==> config.mk <==
export PLATFORM = sky130hd
export DESIGN_NAME = serial_chunk_adder
export DESIGN_NICKNAME = d
export VERILOG_FILES = /design/src/rtl/serial_chunk_adder.sv
export SDC_FILE = /design/constraint.sdc
export NUM_CORES = 1
export LEC_CHECK = 0
export BUFFER_PORTS_ARGS = -buffer_cell sky130_fd_sc_hd__buf_4
export CAP_MARGIN = 20
export CORE_MARGIN = 3
export CORE_UTILIZATION = 50
export DETAILED_ROUTE_END_ITERATION = 7
export PLACE_DENSITY = 0.74
export SYNTH_ARGS = -nofsm -noshare
export SYNTH_HDL_FRONTEND = slang
export SYNTH_SLANG_ARGS = --single-unit
==> constraint.sdc <==
create_clock -name clk -period 4.1 [get_ports clk]
set_input_delay 0.41 -clock clk [delete_from_list [all_inputs] [get_ports clk]]
set_output_delay 0.41 -clock clk [all_outputs]
set_load 0.03 [all_outputs]
==> src/rtl/serial_chunk_adder.sv <==
// serial_chunk_adder: multi-cycle adder/subtractor that adds one
// CHUNK-bit slice per clock with a registered ripple carry.
module serial_chunk_adder #(
    parameter int WIDTH = 16,
    parameter int CHUNK = 4
) (
    input  logic             clk,
    input  logic             rst_n,
    input  logic             start,
    input  logic [WIDTH-1:0] A,
    input  logic [WIDTH-1:0] B,
    input  logic             Cin,
    input  logic             Sub,
    output logic             busy,
    output logic             done,
    output logic [WIDTH-1:0] S,
    output logic             Cout,
    output logic             Ovf
);

    localparam int NCHUNK = WIDTH / CHUNK;
    localparam int CW     = (NCHUNK > 1) ? $clog2(NCHUNK) : 1;

    typedef enum logic [1:0] {
        IDLE,
        RUN,
        DONE
    } state_t;

    state_t           state;
    logic [WIDTH-1:0] a_q;
    logic [WIDTH-1:0] b_q;
    logic [WIDTH-1:0] acc;
    logic             carry;
    logic [CW-1:0]    cnt;

    logic [CHUNK-1:0] a_sl;
    logic [CHUNK-1:0] b_sl;
    logic [CHUNK:0]   slice;
    logic [WIDTH-1:0] acc_next;
    logic             last;
    logic             c_msb;

    // Current slice sum; partial sums shift into acc from the top so the
    // LSB slice lands at bit 0 once all slices are in.
    always_comb begin
        a_sl     = a_q[cnt*CHUNK +: CHUNK];
        b_sl     = b_q[cnt*CHUNK +: CHUNK];
        slice    = {1'b0, a_sl} + {1'b0, b_sl} + {{CHUNK{1'b0}}, carry};
        acc_next = WIDTH'({slice[CHUNK-1:0], acc} >> CHUNK);
        last     = (cnt == CW'(NCHUNK - 1));
        c_msb    = slice[CHUNK-1] ^ a_sl[CHUNK-1] ^ b_sl[CHUNK-1];
    end

    // Control FSM, operand capture, slice accumulation and result registers.
    always_ff @(posedge clk) begin
        if (!rst_n) begin
            state <= IDLE;
            busy  <= 1'b0;
            done  <= 1'b0;
            S     <= '0;
            Cout  <= 1'b0;
            Ovf   <= 1'b0;
            a_q   <= '0;
            b_q   <= '0;
            acc   <= '0;
            carry <= 1'b0;
            cnt   <= '0;
        end else begin
            unique case (state)
                IDLE, DONE: begin
                    done <= 1'b0;
                    if (start) begin
                        a_q   <= A;
                        b_q   <= Sub ? ~B : B;
                        carry <= Sub | Cin;
                        acc   <= '0;
                        cnt   <= '0;
                        busy  <= 1'b1;
                        state <= RUN;
                    end else begin
                        busy  <= 1'b0;
                        state <= IDLE;
                    end
                end
                RUN: begin
                    carry <= slice[CHUNK];
                    acc   <= acc_next;
                    cnt   <= cnt + 1'b1;
                    if (last) begin
                        S     <= acc_next;
                        Cout  <= slice[CHUNK];
                        Ovf   <= c_msb ^ slice[CHUNK];
                        busy  <= 1'b0;
                        done  <= 1'b1;
                        state <= DONE;
                    end
                end
                default: begin
                    busy  <= 1'b0;
                    done  <= 1'b0;
                    state <= IDLE;
                end
            endcase
        end
    end

endmodule

==> results of run 1 <==
-- placed cells by master, fill, tap and decap left out, drive strengths merged, types with 5 or more instances in the layout --
cell / n
buf: 57
a22o: 10
o211a: 18
and2: 5
clkbuf: 11
a21boi: 30
inv: 5
xnor2: 17
o21ai: 8
nand2: 86
mux4: 8
nor2: 5
dfxtp: 68
-- per-stage QoR --
stage	std cells	utilization	setup slack (ns)
floorplan	311	-	1.321
global placement	418	0.6061	0.9791
finish	433	0.6401	0.8106
detailed placement	418	0.6061	0.7879
global route	433	0.6401	0.4507
CTS	433	0.6401	0.7881
-- state kept, by name, summed over array words and instances, names as in the netlist --
| name | flops |
|---|---|
| carry | 1 |
| cnt | 2 |
| state | 2 |
| Cout | 1 |
| done | 1 |
| b_q | 16 |
| S | 16 |
| acc | 12 |
| Ovf | 1 |
| a_q | 16 |
-- critical path, delay by kind of cell (launching register included) --
family          cells  cell delay [ns]
fa+ha+maj           2             0.64
mux                 1             0.66
simple gates        2             0.38
flops               1             0.66
buf+inv             1             0.09
compound gates      3             0.76
-- layer usage --
layer / up-vias / part of all wire
met4: 0 / 0.016
met3: 8 / 0.059
met2: 60 / 0.47
met5: - / 0
met1: 1051 / 0.45
li1: 1170 / -
-- report_power, final --
group,internal [mW],switching (mW)
Sequential,0.696,0.0259
Combinational,0.0967,0.0965
Clock,0.293,0.240
-- cell families (layout without fill, tap and decap cells) --
kind of cell,after synthesis,in the layout
flip-flops,68,68
buffers and inverters,27,77
AND/OR/NAND/NOR,110,110
multiplexers,8,8
AO/OA/AOI/OAI,74,74
adder cells (fa/ha/maj),6,6
XOR/XNOR,18,18
-- final timing paths --
| kind | startpoint | to | slack [ns] | cells after the start |
|---|---|---|---|---|
| max reg2reg | cnt[0] | Ovf | 0.81 | 9 |
| min | A[12] | a_q[12] | 0.33 | 3 |
| min reg2reg | acc[5] | S[1] | 0.46 | 2 |
| max | cnt[0] | Ovf | 0.81 | 9 |
-- area by class of cell --
cell class / count / area [um2] / area share
clock buffer: 11 / 141.4 / 0.03915
sequential: 68 / 1361 / 0.3770
multi-input combinational: 216 / 1521 / 0.4213
timing repair buffer: 57 / 427.9 / 0.1185
clock inverter: 4 / 50.05 / 0.01386
tap: 72 / 90.09 / 0.02495
inverter: 5 / 18.77 / 0.005198
==> summary.md, run 1 <==
| Metric | Value |
|---|---|
| CP arrival | 3.52 ns |
| Initial antenna violation count | 0 |
| Complex-gate fraction of the synthesized area | 0.2017 |
| Maximum clock path buffer count | 2 |
| Total gr overflow | 0 |
| Syn Inst Count | 311 |
| Crit-path slowest cell | dfxtp_1 |
| Endpoints failing setup | 0 |
| Met1 GRT Util | 0.2211 |
| Final Slew Violations | 0 |
| Die footprint | roughly 6900 um2 |
| Startpoint types | register |
| Drt first-iter violations | approximately 110 |
| Setup CP Type | reg2reg |
| Fin. Hold Viols | 0 |
| Power Total | ~1.4 mW |
| Fin nets | 400 |
| Crit path top cell by count | fa_1 |
| Worst setup EP type | register |
| WL per Instance | between 10 and 15 um |
| Slew Limit Headroom | 0.3947 |
| Largest cells by area after synthesis | dfxtp_1 (46%), nand2_1 (11%), a21boi_0 (7.5%) |
| Final WL | around 6 mm |
| Synth Area in XOR/XNOR | 0.05272 |
| Synth Register Bits | between 60 and 70 |
| Mapped Area | about 3000 um2 |
| Vias per cell | 5.286 |
| Post-cts resize count | 0 |
| # hold bufs at CTS | 0 |
| Final setup TNS | 0 ns |
| Input/output buffers | 56 |
| Post-DRT Antenna Nets | 0 |
| CP max FO | 11 |
| Final Cycle Share | 0.8023 |
| First-pass GRT wire length | around 10 mm |
| Initial Util | 0.5301 |
| Multiplexer share of the synthesized area | 0.06778 |
| Dpl cell area | approximately 3400 um2 |
| Largest net degree at the start of global routing | 57 |
| Hold Path Class | in2reg |
| Crit path cell chain | mux4_1 -> fa_1 -> inv_1 -> fa_1 -> nor2b_1 -> o21ai_0 -> a21boi_0 -> or2_2 -> a2111oi_2 |
| Core ar. | around 5600 um2 |
| Clk sinks | 68 |
| Post-DP HPWL | ~4.2 mm |
| TritonCTS clock tree | done |
| Post-synth top cells | nand2_1 (86), dfxtp_1 (68), a21boi_0 (30) |
| DR DRC count | 0 |
| Layout cell share with drive strength beyond 1 | 0.2188 |
| Slowest stage delay, CP | ~0.66 ns |
| Main synth FF type | dfxtp_1 |
| Post-synth ARST share | 0 |
| Met3 GRT Util | 0.05456 |
| Most frequent cell after synthesis | nand2_1 |
| Synth top area share | 0.4552 |
| Mapped Avg Cell Area | ~9.6 um2 |
| Leading area contributor after synthesis | dfxtp_1 |
| Clock latency on the worst-skew pair | approximately 0.34 ns |
| Diodes inserted | 0 |
| Max H-tree Level | 3 |
| Max Clock Skew | around 0.0056 ns |
| GR Util met2 | 0.2792 |
| Cts bufs inserted | 9 |
| Post-CTS Setup Repair Bufs | 0 |
| Gr usage total | 0.1773 |
| Die height | between 80 and 90 um |
| RSZ-0062 raised after global routing | no |
| Root buffer cell | clkbuf_8 |
| Synth Warn # | 0 |
| Final Critical Period | between 3 and 4 ns |
| Most Crowded Layer GR | met2 |
| Fillers | ~480 |
| Die extent in x | roughly 83 um |
| CTS clk-pin slew, worst paths | 0.07 ns |
| Yosys cell types | 33 |
| Static leakage | around 1.6 nW |
| Worst Hold Slack | roughly 0.33 ns |
| Worst slew pin tran | ~0.90 ns |
| Synth Area in Adders | 0.03013 |
| Peak supply drop | around 0.00023 V |
| Site Rows | 27 |
| Vias in the first global route | 2158 |
| Final Cell Area | around 3600 um2 |
| Cell Pwr Density | around 400 nW/um2 |
| Req. time, crit path | 4.33 ns |
| Syn-to-layout area delta | 20.75% |
| Simple-gate share of the synthesized area | 0.1556 |
| Net Count, Synth | 354 |
| Final Wtd Congestion | between 0.7 and 0.8 |
| Status | completed |
| Max_cap viols | 0 |
| Fmax | about 300 MHz |
| Share of the yosys chip area belonging to registers | 0.4552 |
| I/O pin cnt | 57 |
| Post-synth EDFFs | 0 |
| Vias | between 2000 and 2500 |
| Drt first pass iters | 4 |
| Combinational family with the most area after synthesis | compound AO/OA/AOI/OAI gates |
Note: power is estimated with default switching activity, not from simulation.
==> run 2: changes to the inputs <==
--- a/config.mk
+++ b/config.mk
@@ -8,9 +8,9 @@
 export BUFFER_PORTS_ARGS = -buffer_cell sky130_fd_sc_hd__buf_4
 export CAP_MARGIN = 20
 export CORE_MARGIN = 3
-export CORE_UTILIZATION = 50
+export CORE_UTILIZATION = 49
 export DETAILED_ROUTE_END_ITERATION = 7
-export PLACE_DENSITY = 0.74
+export PLACE_DENSITY = 0.76
 export SYNTH_ARGS = -nofsm -noshare
 export SYNTH_HDL_FRONTEND = slang
 export SYNTH_SLANG_ARGS = --single-unit
==> constraint.sdc (replaced) <==
create_clock -name clk -period 3 [get_ports clk]
set_input_delay 0.3 -clock clk [delete_from_list [all_inputs] [get_ports clk]]
set_output_delay 0.3 -clock clk [all_outputs]
set_load 0.03 [all_outputs]
==> run 2 against run 1 <==
Against the previous run: clock power increased by 89%; via count increased by 0.57%; cell count increased by 1.4%; register-to-register slack got worse by 0.61 ns; setup slack got worse by 0.61 ns; utilization increased by 1.5 points; first-iteration DRC count decreased by 15%.
==> summary.md, run 2 (synthesized netlist as in run 1, its figures left out) <==
| Metric | Value |
|---|---|
| Status | completed (unchanged) |
| Syn-to-layout area delta | 25.10% (was 20.75%) |
| Slew Limit Headroom | 0.5656 (was 0.3947) |
| Die footprint | 7076 um2 (was 6945 um2) |
| Post-CTS Setup Repair Bufs | 0 (unchanged) |
| Worst reg2reg setup slack | 0.20 ns (was 0.81 ns) |
| Layout cell share with drive strength beyond 1 | 0.2371 (was 0.2188) |
| Worst reg2reg startpoint | cnt[0] (unchanged) |
| Hold wc startpoint | A[10] (was A[12]) |
| Crit path to | Ovf (unchanged) |
| Post-DRT Antenna Nets | 0 (unchanged) |
| Final WL | 6.102 mm (was 5.911 mm) |
| Die extent in x | 84.12 um (was 83.34 um) |
| Worst setup EP type | register (unchanged) |
| Vias per cell | 5.244 (was 5.286) |
| Multi-input gate area | 1526 um2 (was 1521 um2) |
| Final Critical Period | 2.800 ns (was 3.289 ns) |
| Initial Util | 0.5238 (was 0.5301) |
| Peak supply drop | 0.0003000 V (was 0.0002303 V) |
| Vias | 2302 (was 2289) |
| Cts bufs inserted | 9 (unchanged) |
| Max_cap viols | 0 (unchanged) |
| Fin. Hold Viols | 0 (unchanged) |
| CTS clk-pin slew, worst paths | 0.07 ns (about the same) |
| Fin nets | 406 (was 400) |
| RR Endpoint | Ovf (unchanged) |
| Hold Path Class | in2reg (unchanged) |
| Placed insts | 424 (was 418) |
| First-pass GRT wire length | 10.19 mm (was 9.942 mm) |
| Final Wtd Congestion | 0.7990 (was 0.7678) |
| CP max FO | 4 (was 11) |
| Power Total | 2.271 mW (was 1.447 mW) |
| Die height | 84.12 um (was 83.34 um) |
| GR Util met2 | 0.2798 (was 0.2792) |
| Clk sinks | 68 (unchanged) |
| Final Cycle Share | 0.9333 (was 0.8023) |
| Gr usage total | 0.1797 (was 0.1773) |
| Max Clock Skew | 0.007996 ns (was 0.005607 ns) |
| Most Crowded Layer GR | met2 (unchanged) |
| Root buffer cell | clkbuf_8 (unchanged) |
| Met1 GRT Util | 0.2361 (was 0.2211) |
| Largest net degree at the start of global routing | 57 (unchanged) |
| Input/output buffers | 56 (unchanged) |
| TritonCTS clock tree | done (unchanged) |
| Startpoint types | register (unchanged) |
| Post-cts resize count | 0 (unchanged) |
| Setup CP Type | reg2reg (unchanged) |
| Cell Pwr Density | 607.1 nW/um2 (was 400.9 nW/um2) |
| RSZ-0062 raised after global routing | no (unchanged) |
| Drt first-iter violations | 91 (was 107) |
| Met3 GRT Util | 0.03751 (was 0.05456) |
| Fmax | 357.2 MHz (was 304.0 MHz) |
| Crit path from | cnt[0] (unchanged) |
| Drt first pass iters | 4 (unchanged) |
| Commonest non-fill, non-tap cell in the layout | nand2_1 (unchanged) |
| Fillers | 479 (was 484) |
| Leading cell types in the layout, fill and taps excluded | nand2_1 (86), dfxtp_1 (68), buf_4 (63), a21boi_0 (29), o211a_1 (18) (was nand2_1 (86), dfxtp_1 (68), buf_4 (57), a21boi_0 (30), o211a_1 (18)) |
| Initial antenna violation count | 0 (unchanged) |
| Worst R2R Path Depth | 8 (was 9) |
| FF+latch area | 1361 um2 (unchanged) |
| Endpoints failing setup | 0 (unchanged) |
| WL per Instance | 13.90 um (was 13.65 um) |
| # hold bufs at CTS | 0 (unchanged) |
| Clock latency on the worst-skew pair | 0.34 ns (about the same) |
| Non-filler cells, final | 439 (was 433) |
| Diodes inserted | 0 (unchanged) |
| Core ar. | 5709 um2 (was 5642 um2) |
| CP arrival | 3.02 ns (was 3.52 ns) |
| I/O pin cnt | 57 (unchanged) |
| Max H-tree Level | 3 (unchanged) |
| Maximum clock path buffer count | 2 (unchanged) |
| Static leakage | 1.663 nW (was 1.585 nW) |
| DR DRC count | 0 (unchanged) |
| Final Slew Violations | 0 (unchanged) |
| Leading registers by flop count | S: 16 flops, a_q: 16 flops, b_q: 16 flops (unchanged) |
| Post-DP HPWL | 4.228 mm (was 4.192 mm) |
| Total gr overflow | 0 (unchanged) |
| Vias in the first global route | 2124 (was 2158) |
| Req. time, crit path | 3.22 ns (was 4.33 ns) |
| Worst slew pin tran | 0.6516 ns (was 0.9046 ns) |
| Final setup TNS | 0 ns (unchanged) |
| Site Rows | 27 (unchanged) |
| Worst Hold Slack | 0.2089 ns (was 0.3273 ns) |
## run 2: cell count changes in the layout (fill, tap and decap cells not counted), sizes merged
| cell | previous run | this run |
|---|---|---|
| clkinvlp | 2 | 0 |
| buf | 57 | 63 |
| clkinv | 1 | 0 |
| bufinv | 1 | 4 |
## run 2: critical path: stages (launching register included)
cell	delay [ns]
dfxtp_1	0.40
buf_4	0.18
mux4_1	0.58
ha_1	0.37
a21oi_1	0.20
a21oi_1	0.14
or4_4	0.50
a211oi_2	0.26
a2111oi_2	0.07
## run 2: area by class of cell
type,count,share of cell area
Multi-Input combinational cell,216,0.4080
Sequential cell,68,0.3639
Clock buffer,11,0.04047
Timing Repair Buffer,63,0.1264
Clock inverter,4,0.03211
Tap cell,72,0.02408
Inverter,5,0.005017
## run 2: power breakdown
group	total (mW)	internal, mW	leakage (nW)	switching (mW)
Sequential	0.982	0.951	0.555	0.0310
Clock	1.01	0.677	0.136	0.335
Combinational	0.277	0.138	0.972	0.139
Total	2.27	1.77	1.66	0.505
## run 2: stage by stage
stage / worst slack, ns / util / instance area (um2)
3_5_place_dp: 0.06948 / 0.6068 / 3465
3_3_place_gp: 0.1936 / 0.6068 / 3465
5_1_grt: 0.007298 / 0.6553 / 3741
6_report: 0.2001 / 0.6553 / 3741
2_1_floorplan: 0.2214 / - / 2990
4_1_cts: 0.06001 / 0.6544 / 3736
## run 2: per-layer routing
layer | share of wire | wire length, um
met1 | 0.46 | 2787
met2 | 0.47 | 2895
met3 | 0.049 | 297
met4 | 0.020 | 122
met5 | 0 | 0
## run 2: worst min-delay path by stage
stage                   end  slack, ns  cells after the start
detailed placement   a_q[2]       0.46                      2
CTS                 a_q[10]       0.20                      3
global placement       S[7]       0.45                      2
finish              a_q[10]       0.21                      3
floorplan            a_q[4]       0.44                      2
global route        a_q[10]       0.20                      3
==> run 3: changes to the inputs <==
--- a/config.mk
+++ b/config.mk
@@ -10,7 +10,7 @@
 export CORE_MARGIN = 3
 export CORE_UTILIZATION = 49
 export DETAILED_ROUTE_END_ITERATION = 7
-export PLACE_DENSITY = 0.76
+export PLACE_DENSITY = 0.74
 export SYNTH_ARGS = -nofsm -noshare
 export SYNTH_HDL_FRONTEND = slang
 export SYNTH_SLANG_ARGS = --single-unit
==> run 3 against run 2 <==
Against the previous run: sequential power is essentially flat; worst hold slack better by 0.0066 ns; clock power fell by 17%; sequential share of layout area grew 0.56 points; routed wire length decreased by 4.0%; first-iteration DRC count decreased by 6.6%; critical endpoint unchanged; cell count is 0.23% lower; clock-buffer cell count did not move; via count increased by 0.39%; power shrank 8.0%.
==> summary.md, run 3 (synthesized netlist as in run 1, its figures left out) <==
| Metric | Value |
|---|---|
| Status | completed (unchanged) |
| Leading registers by flop count | S: 16 flops, a_q: 16 flops, b_q: 16 flops (unchanged) |
| Req. time, crit path | 3.22 ns (about the same) |
| Clock latency on the worst-skew pair | 0.34 ns (about the same) |
| Worst Hold Slack | 0.2155 ns (was 0.2089 ns) |
| Final Cell Area | 3687 um2 (was 3741 um2) |
| Diodes inserted | 0 (unchanged) |
| Drt first pass iters | 4 (unchanged) |
| Layout cell share with drive strength beyond 1 | 0.2377 (was 0.2371) |
| Max Clock Skew | 0.008092 ns (was 0.007996 ns) |
| Initial antenna violation count | 0 (unchanged) |
| Fin nets | 405 (was 406) |
| Core ar. | 5709 um2 (unchanged) |
| WL per Instance | 13.37 um (was 13.90 um) |
| Fin. Hold Viols | 0 (unchanged) |
| Hold Path Class | in2reg (unchanged) |
| Peak supply drop | 0.0003380 V (was 0.0003000 V) |
| Slowest stage delay, CP | 0.56 ns (was 0.58 ns) |
| Max H-tree Level | 3 (unchanged) |
| Final Wtd Congestion | 0.7648 (was 0.7990) |
| RSZ-0062 raised after global routing | no (unchanged) |
| Crit path from | cnt[0] (unchanged) |
| Startpoint types | register (unchanged) |
| Static leakage | 1.634 nW (was 1.663 nW) |
| Hold wc startpoint | A[13] (was A[10]) |
| TritonCTS clock tree | done (unchanged) |
| Post-DRT Antenna Nets | 0 (unchanged) |
| Largest net degree at the start of global routing | 57 (unchanged) |
| Syn-to-layout area delta | 23.31% (was 25.10%) |
| Clk sinks | 68 (unchanged) |
| Worst slew pin tran | 0.8469 ns (was 0.6516 ns) |
| Worst reg2reg startpoint | cnt[0] (unchanged) |
| Drt first-iter violations | 85 (was 91) |
| Cts bufs inserted | 9 (unchanged) |
| Fmax | 359.0 MHz (was 357.2 MHz) |
| Post-CTS Setup Repair Bufs | 0 (unchanged) |
| Site Rows | 27 (unchanged) |
| Final Critical Period | 2.785 ns (was 2.800 ns) |
| I/O pin cnt | 57 (unchanged) |
| Leading cell types in the layout, fill and taps excluded | nand2_1 (86), dfxtp_1 (67), buf_4 (62), a21boi_0 (29), o211a_1 (18) (was nand2_1 (86), dfxtp_1 (68), buf_4 (63), a21boi_0 (29), o211a_1 (18)) |
| Root buffer cell | clkbuf_8 (unchanged) |
| Slew Limit Headroom | 0.4333 (was 0.5656) |
| CP max FO | 5 (was 4) |
| Crit-path slowest cell | mux4_1 (unchanged) |
| Worst setup EP type | register (unchanged) |
| Cell Pwr Density | 566.9 nW/um2 (was 607.1 nW/um2) |
| Post-DP HPWL | 4.194 mm (was 4.228 mm) |
| Input/output buffers | 56 (unchanged) |
| First-pass GRT wire length | 10.17 mm (was 10.19 mm) |
| Final Slew Violations | 0 (unchanged) |
| Total gr overflow | 0 (unchanged) |
| Vias in the first global route | 2216 (was 2124) |
| Final Cycle Share | 0.9285 (was 0.9333) |
| Final WL | 5.857 mm (was 6.102 mm) |
| Maximum clock path buffer count | 2 (unchanged) |
| Setup CP Type | reg2reg (unchanged) |
| Endpoints failing setup | 0 (unchanged) |
| Commonest non-fill, non-tap cell in the layout | nand2_1 (unchanged) |
| Initial Util | 0.5238 (unchanged) |
| Die height | 84.12 um (unchanged) |
| Max_cap viols | 0 (unchanged) |
| Gr usage total | 0.1767 (was 0.1797) |
| Vias per cell | 5.276 (was 5.244) |
| Crit path top cell by count | a21oi_1 (unchanged) |
| Vias | 2311 (was 2302) |
| CP arrival | 3.01 ns (was 3.02 ns) |
| CTS clk-pin slew, worst paths | 0.07 ns (about the same) |
| Die extent in x | 84.12 um (unchanged) |
| Final setup TNS | 0 ns (unchanged) |
| Die footprint | 7076 um2 (unchanged) |
| Dpl cell area | 3457 um2 (was 3465 um2) |
| DR DRC count | 0 (unchanged) |
| Crit path cell chain | buf_4 -> mux4_1 -> ha_1 -> a21oi_1 -> a21oi_1 -> or4_4 -> a211oi_2 -> a2111oi_2 (unchanged) |
[run 3: worst max-delay path: cells and delay by family (launching register included)]
kind	cells	cell delay, ns
AOI/OAI and AO/OA	4	0.71
muxes	1	0.56
and+or+nand+nor	1	0.50
DFF	1	0.38
adders and majority gates	1	0.36
buffers and inverters	1	0.17
[run 3: worst paths after layout]
path	cells after the start	slack [ns]	end
min	3	0.22	a_q[13]
min reg2reg	2	0.46	S[2]
max	8	0.21	Ovf
max reg2reg	8	0.21	Ovf
[run 3: cell type report]
cell class / instances / area, um2
flip-flops and latches: 68 / 1363
well taps: 72 / 90.09
clock buffers: 11 / 151.4
clock inverters: 4 / 72.57
inverters: 5 / 18.77
fillers: 484 / 2022
repair buffers: 62 / 465.4
multi-input cells: 216 / 1526
[run 3: routing by layer]
layer  wire length [um]  vias up  global-route usage
met5                  0        -                   0
met4                100        0             0.05994
met3                359        9             0.06515
met2               2775       56              0.2819
met1               2622     1068              0.2207
li1                   -     1178                   -
[run 3: repair_timing]
action,4_1_cts,5_1_grt
setup endpoints to repair,0,1
gates resized for setup,0,4
hold buffers,0,0
[run 3: where the power goes]
part | leakage, nW | internal (mW) | switching [mW]
combinational | 0.967 | 0.137 | 0.135
clock | 0.111 | 0.507 | 0.330
sequential | 0.555 | 0.951 | 0.0300
total | 1.63 | 1.59 | 0.496
[run 3: stage by stage]
| stage | std cells | worst slack [ns] | util | total power [mW] |
|---|---|---|---|---|
| floorplan | 311 | 0.2214 | - | 1.185 |
| global placement | 423 | 0.1436 | 0.6055 | 1.267 |
| detailed placement | 423 | 0.05252 | 0.6055 | 1.273 |
| CTS | 438 | 0.02956 | 0.6448 | 2.111 |
| global route | 438 | 0.06237 | 0.6458 | 2.182 |
| finish | 438 | 0.2146 | 0.6458 | 2.090 |
